[src/rtl/traffic_pkg.sv]
// Shared encodings and the round-robin phase search for the N-phase signal controller.
package traffic_pkg;

  localparam logic [1:0] LIGHT_FAIL   = 2'b00;
  localparam logic [1:0] LIGHT_GREEN  = 2'b01;
  localparam logic [1:0] LIGHT_YELLOW = 2'b10;
  localparam logic [1:0] LIGHT_RED    = 2'b11;

  typedef enum logic [3:0] {
    ST_FS     = 4'b0001,
    ST_ALLRED = 4'b0010,
    ST_GRN    = 4'b0100,
    ST_YEL    = 4'b1000
  } state_e;

  // Returns {found, index}: first set demand bit scanning from cur+1, wrapping, cur itself last.
  function automatic logic [3:0] rr_select(logic [7:0] dem, logic [2:0] cur, int unsigned n);
    logic [3:0] sel;
    int unsigned idx;
    sel = '0;
    for (int unsigned k = 1; k <= 8; k++) begin
      if (k <= n) begin
        idx = (32'(cur) + k) % n;
        if (!sel[3] && dem[idx[2:0]]) sel = {1'b1, idx[2:0]};
      end
    end
    return sel;
  endfunction

endpackage

[src/rtl/phase_timer.sv]
// Loadable saturating down-counter; timeup is high while the count sits at zero.
module phase_timer #(
  parameter int            TW          = 8,
  parameter logic [TW-1:0] RESET_VALUE = '0
) (
  input  logic          clk,
  input  logic          rst_n,
  input  logic          load,
  input  logic [TW-1:0] load_value,
  output logic          timeup
);

  logic [TW-1:0] count_q, count_d;

  always_comb begin
    count_d = count_q;
    if (load) count_d = load_value;
    else if (count_q != '0) count_d = count_q - 1'b1;
  end

  always_ff @(posedge clk or negedge rst_n) begin
    if (!rst_n) count_q <= RESET_VALUE;
    else        count_q <= count_d;
  end

  assign timeup = (count_q == '0);

endmodule

[src/rtl/traffic_phase_ctrl.sv]
// N-phase signal controller: latched demand, round-robin service, min/max green,
// rest-in-green / rest-in-red, and a fault-driven fail-safe state.
module traffic_phase_ctrl
  import traffic_pkg::*;
#(
  parameter int NUM_PHASES  = 3,
  parameter int TW          = 8,
  parameter int FS_TIME     = 4,
  parameter int ALLRED_TIME = 2,
  parameter int MIN_GREEN   = 5,
  parameter int MAX_GREEN   = 12,
  parameter int YELLOW_TIME = 3
) (
  input  logic                          Clock,
  input  logic                          Reset_n,
  input  logic [NUM_PHASES-1:0]         Sensor,
  input  logic                          Fault,
  output logic [2*NUM_PHASES-1:0]       Lights,
  output logic [$clog2(NUM_PHASES)-1:0] Phase,
  output logic [NUM_PHASES-1:0]         Demand,
  output logic                          InFailSafe
);

  localparam int PW = $clog2(NUM_PHASES);

  state_e                  state_q, state_d;
  logic [PW-1:0]           phase_q, phase_d;
  logic [NUM_PHASES-1:0]   demand_q, demand_d;
  logic [TW-1:0]           green_q, green_d;
  logic [2*NUM_PHASES-1:0] lights_q, lights_d;

  logic                    tmr_load;
  logic [TW-1:0]           tmr_value;
  logic                    timeup;
  logic                    enter_grn;
  logic [7:0]              dem_ext;
  logic [2:0]              cur_ext;
  logic [3:0]              sel;
  logic [NUM_PHASES-1:0]   phase_onehot;
  logic                    other_demand;

  phase_timer #(
    .TW          (TW),
    .RESET_VALUE (TW'(FS_TIME - 1))
  ) u_timer (
    .clk        (Clock),
    .rst_n      (Reset_n),
    .load       (tmr_load),
    .load_value (tmr_value),
    .timeup     (timeup)
  );

  always_comb begin
    dem_ext                 = '0;
    dem_ext[NUM_PHASES-1:0] = demand_q;
    cur_ext                 = '0;
    cur_ext[PW-1:0]         = phase_q;
  end

  assign sel          = rr_select(dem_ext, cur_ext, NUM_PHASES);
  assign phase_onehot = NUM_PHASES'(1) << phase_q;
  assign other_demand = |(demand_q & ~phase_onehot);

  always_comb begin
    state_d   = state_q;
    phase_d   = phase_q;
    green_d   = green_q;
    tmr_load  = 1'b0;
    tmr_value = '0;
    enter_grn = 1'b0;
    if (Fault) begin
      // Holding the load keeps the fail-safe dwell full length once Fault drops.
      state_d   = ST_FS;
      tmr_load  = 1'b1;
      tmr_value = TW'(FS_TIME - 1);
    end else begin
      case (state_q)
        ST_FS: begin
          if (timeup) begin
            state_d   = ST_ALLRED;
            tmr_load  = 1'b1;
            tmr_value = TW'(ALLRED_TIME - 1);
          end
        end
        ST_ALLRED: begin
          if (timeup && sel[3]) begin
            state_d   = ST_GRN;
            phase_d   = PW'(sel[2:0]);
            green_d   = TW'(1);
            enter_grn = 1'b1;
          end
        end
        ST_GRN: begin
          if (green_q != '1) green_d = green_q + 1'b1;
          if (other_demand &&
              ((green_q >= TW'(MIN_GREEN) && !Sensor[phase_q]) || green_q >= TW'(MAX_GREEN))) begin
            state_d   = ST_YEL;
            tmr_load  = 1'b1;
            tmr_value = TW'(YELLOW_TIME - 1);
          end
        end
        ST_YEL: begin
          if (timeup) begin
            state_d   = ST_ALLRED;
            tmr_load  = 1'b1;
            tmr_value = TW'(ALLRED_TIME - 1);
          end
        end
        default: begin
          state_d   = ST_FS;
          tmr_load  = 1'b1;
          tmr_value = TW'(FS_TIME - 1);
        end
      endcase
    end
  end

  // The served phase cannot re-request itself while green; entering green clears its bit.
  always_comb begin
    demand_d = demand_q | (Sensor & ~((state_q == ST_GRN) ? phase_onehot : '0));
    if (enter_grn) demand_d = demand_d & ~(NUM_PHASES'(1) << phase_d);
  end

  always_comb begin
    lights_d = '0;
    for (int i = 0; i < NUM_PHASES; i++) begin
      case (state_d)
        ST_ALLRED: lights_d[2*i +: 2] = LIGHT_RED;
        ST_GRN:    lights_d[2*i +: 2] = (PW'(i) == phase_d) ? LIGHT_GREEN : LIGHT_RED;
        ST_YEL:    lights_d[2*i +: 2] = (PW'(i) == phase_d) ? LIGHT_YELLOW : LIGHT_RED;
        default:   lights_d[2*i +: 2] = LIGHT_FAIL;
      endcase
    end
  end

  always_ff @(posedge Clock or negedge Reset_n) begin
    if (!Reset_n) begin
      state_q  <= ST_FS;
      phase_q  <= PW'(NUM_PHASES - 1);
      demand_q <= '0;
      green_q  <= '0;
      lights_q <= '0;
    end else begin
      state_q  <= state_d;
      phase_q  <= phase_d;
      demand_q <= demand_d;
      green_q  <= green_d;
      lights_q <= lights_d;
    end
  end

  assign Lights     = lights_q;
  assign Phase      = phase_q;
  assign Demand     = demand_q;
  assign InFailSafe = (state_q == ST_FS);

endmodule

[config.mk]
export PLATFORM = sky130hd
export DESIGN_NAME = traffic_phase_ctrl
export DESIGN_NICKNAME = d
export VERILOG_FILES = /design/src/rtl/traffic_pkg.sv /design/src/rtl/phase_timer.sv /design/src/rtl/traffic_phase_ctrl.sv
export SDC_FILE = /design/constraint.sdc
export NUM_CORES = 1
export LEC_CHECK = 0
export CORE_MARGIN = 5
export CORE_UTILIZATION = 40
export CTS_BUF_LIST = sky130_fd_sc_hd__clkbuf_4 sky130_fd_sc_hd__clkbuf_8
export DETAILED_ROUTE_END_ITERATION = 6
export DONT_BUFFER_PORTS = 1
export REMOVE_ABC_BUFFERS = 1
export SLEW_MARGIN = 25
export SYNTH_ARGS = -nofsm -noshare
export SYNTH_HDL_FRONTEND = slang
export SYNTH_SLANG_ARGS = --single-unit
[constraint.sdc]
create_clock -name Clock -period 3.8 [get_ports Clock]
set_input_delay 0.38 -clock Clock [delete_from_list [all_inputs] [get_ports Clock]]
set_output_delay 0.38 -clock Clock [all_outputs]
set_load 0.03 [all_outputs]
==> results_dict.tcl <==
set metrics [dict create \
    status "finished clean" \
    maxCapViolCount 0 \
    start_kind "flop" \
    yosys_warnings 0 \
    post_cts_buffers 0 \
    ctsLongestPathBuffers 2 \
    synth-edff-count 0 \
    worstPathCellList "inv_1 -> ha_1 -> mux2i_1 -> o21ai_2 -> a221oi_4 -> a31oi_1 -> or3_1 -> a211o_1" \
    grt_pass1_vias 1573 \
    power.internal_mw 0.623 \
    antenna_cells 0 \
    switchingPower_mw 0.297 \
    clockRootBuffer "clkbuf_8" \
    max_slew_margin_pct 42.0 \
    num_rows 25 \
    final_cell_mix "dfrtp_1, nand2_1, nor2_1" \
    path_max_fanout 9 \
    final.fill_count 450 \
    numCtsBuffers 5 \
    syn_to_final_growth_pct 11.5 \
    finalSetupTns_ps 0 \
    core_mm2 0.00479 \
    hold_path.class "input port to flop" \
    synth-async-reset-ratio_pct 100 \
    globalRoute.totalOverflow 0 \
    rsz0062_at_grt "false" \
    synth.ff_latch_count 31 \
    irDropWorstVdd_v 0.000254 \
    gp_congestion 0.848 \
    nets 236 \
    synth.distinct_cells 50 \
    clk_pin_slew_ps 70 \
    p_clk_share_pct 31.3 \
    drc_errors 0 \
    dieArea_mm2 0.00653 \
    final-seq-area_um2 781 \
    syn_area_mm2 0.00201 \
    worstPathArrival_ps 3470 \
    seq_power_share_pct 46.8 \
    htreeDepth 2 \
    drive_above_1_share_pct 12.8 \
    drt_iter0_drc 135 \
    dr_total_vias 1586 \
    synth_cells 208 \
    initial_core_util_pct 41.9 \
    vias_per_cell 5.56 \
    tritoncts "built" \
    p_comb_share_pct 21.9 \
    grt_max_degree 32 \
    p_sw_share_pct 32.3 \
    antenna_found_initial 0 \
    routed_wl_um 4450 \
    slew_viol_final 0 \
    finalSetupViolations 0 \
    avgRoutedWirePerCell_um 15.6 \
    seq_area_frac_synth_pct 38.9 \
    preCtsSetupSlack_ps 577 \
    worst_slew_pin_slew_ps 868 \
    layout_setup_ws_ps 490 \
    multi_input_area_mm2 0.00118 \
    path_class "flop to flop" \
    grt_usage_pct 14.9 \
    hpwl_um 3340 \
    worst_ep_required_time_ps 3960 \
    cp-end-kind "flop" \
    syn_area_per_cell_um2 9.64 \
    insertion_delay_ps 280 \
    drt_pre_antenna_iters 4 \
    skew_ps 7.45 \
    hold_violations 0 \
    die_x_um 80.8 \
    slowest_stage "dfrtp_1" \
    die_h_um 80.8 \
    max_freq_ghz 0.302 \
    leakagePower_nw 1.04 \
    final_common_cell "dfrtp_1" \
    ant_nets 0 \
    fin_crit_sh_pct 87.1 \
    cts_sinks 31 \
    p_per_area_mw_per_mm2 412 \
    cts.repair.resized 0 \
    grt_pass1_wl_um 7620 \
    max_stage_delay_ps 650 \
    io_pins 18 \
    layout_min_cycle_time_ps 3310 \
    yosys_most_used_dff "dfrtp_1" \
    port_buffers 0 \
]
cells by family after synthesis:
family	after synthesis	synth area share (%)
AO/OA/AOI/OAI	49	20.8
XOR/XNOR	9	3.93
adder cells (fa/ha/maj)	13	8.11
buffers and inverters	14	2.68
flip-flops	31	38.9
multiplexers	9	4.55
AND/OR/NAND/NOR	83	21.0
layout make-up:
cell class,instances,share of cell area [%]
clock buffers,7,4.31
flip-flops and latches,31,34.9
well taps,67,3.75
multi-input cells,163,52.7
repair buffers,4,2.01
inverters,12,2.01
clock inverters,1,0.336
critical path: cells and delay by family, from the launching register on:
kind | cells | cell delay, ps
AO/OA/AOI/OAI | 4 | 1190
adder cells (fa/ha/maj) | 1 | 460
buffers and inverters | 1 | 220
flip-flops | 1 | 650
multiplexers | 1 | 250
AND/OR/NAND/NOR | 1 | 410
per-stage QoR:
step	cells	instance area (um2)	hold WS [ps]	total power [mW]	util, %
2_1_floorplan	206	2000	84.4	0.587	-
3_3_place_gp	275	2100	85.2	0.626	43.9
3_5_place_dp	275	2100	85.2	0.630	43.9
4_1_cts	285	2240	196	0.934	46.7
5_1_grt	285	2240	186	0.982	46.7
6_report	285	2240	208	0.921	46.7
layer usage:
layer / GRT usage, % / vias to the layer above / wire [um]
met1: 20.9 / 738 / 2180
met5: 0 / - / 0
li1: - / 785 / -
met3: 4.10 / 10 / 259
met2: 22.3 / 53 / 1930
met4: 4.73 / 0 / 84
final timing paths:
kind	slack (ps)	from	to	depth (start not counted)
setup reg to reg	490	Phase[0]	Lights[5]	8
max in group asynchronous	3020	Reset_n	Phase[1]	2
min in group asynchronous	540	Reset_n	u_timer.count_q[3]	2
hold / removal	210	Fault	state_q[0]	1
setup / recovery	490	Phase[0]	Lights[5]	8
hold reg to reg	550	u_timer.count_q[7]	u_timer.count_q[7]	2
sequential cells by signal (all words and copies together) (netlist names):
name,cells
green_q,8
u_timer.count_q,8
Lights,6
state_q,4
Demand,3
Phase,2
what timing repair did:
action | in CTS | in global routing
endpoints found under the hold margin | 31 | 0
hold buffers | 2 | 0
endpoints found under the setup margin | 0 | 0
Yosys cell counts (all sizes together), types with 5 or more instances:
cell	count	area [um2]
nand3	9	45.0
o21ai	8	47.6
mux2i	8	80.1
xnor2	6	52.6
nor3	5	25.0
ha	13	163
a21oi	9	48.8
nor2	20	75.1
dfrtp	27	676
a211o	6	52.6
nand2	21	78.8
inv	12	45.0
power by group through the flow:
stage                     Clock [mW]  Sequential [mW]  Combinational [mW]
after floorplan                    0            0.428               0.158
after global placement             0            0.437               0.189
after detailed placement           0            0.437               0.193
after CTS                      0.298            0.431               0.204
after global routing           0.316            0.436               0.230
final                          0.288            0.431               0.202
Note: power is estimated with default switching activity, not from simulation.
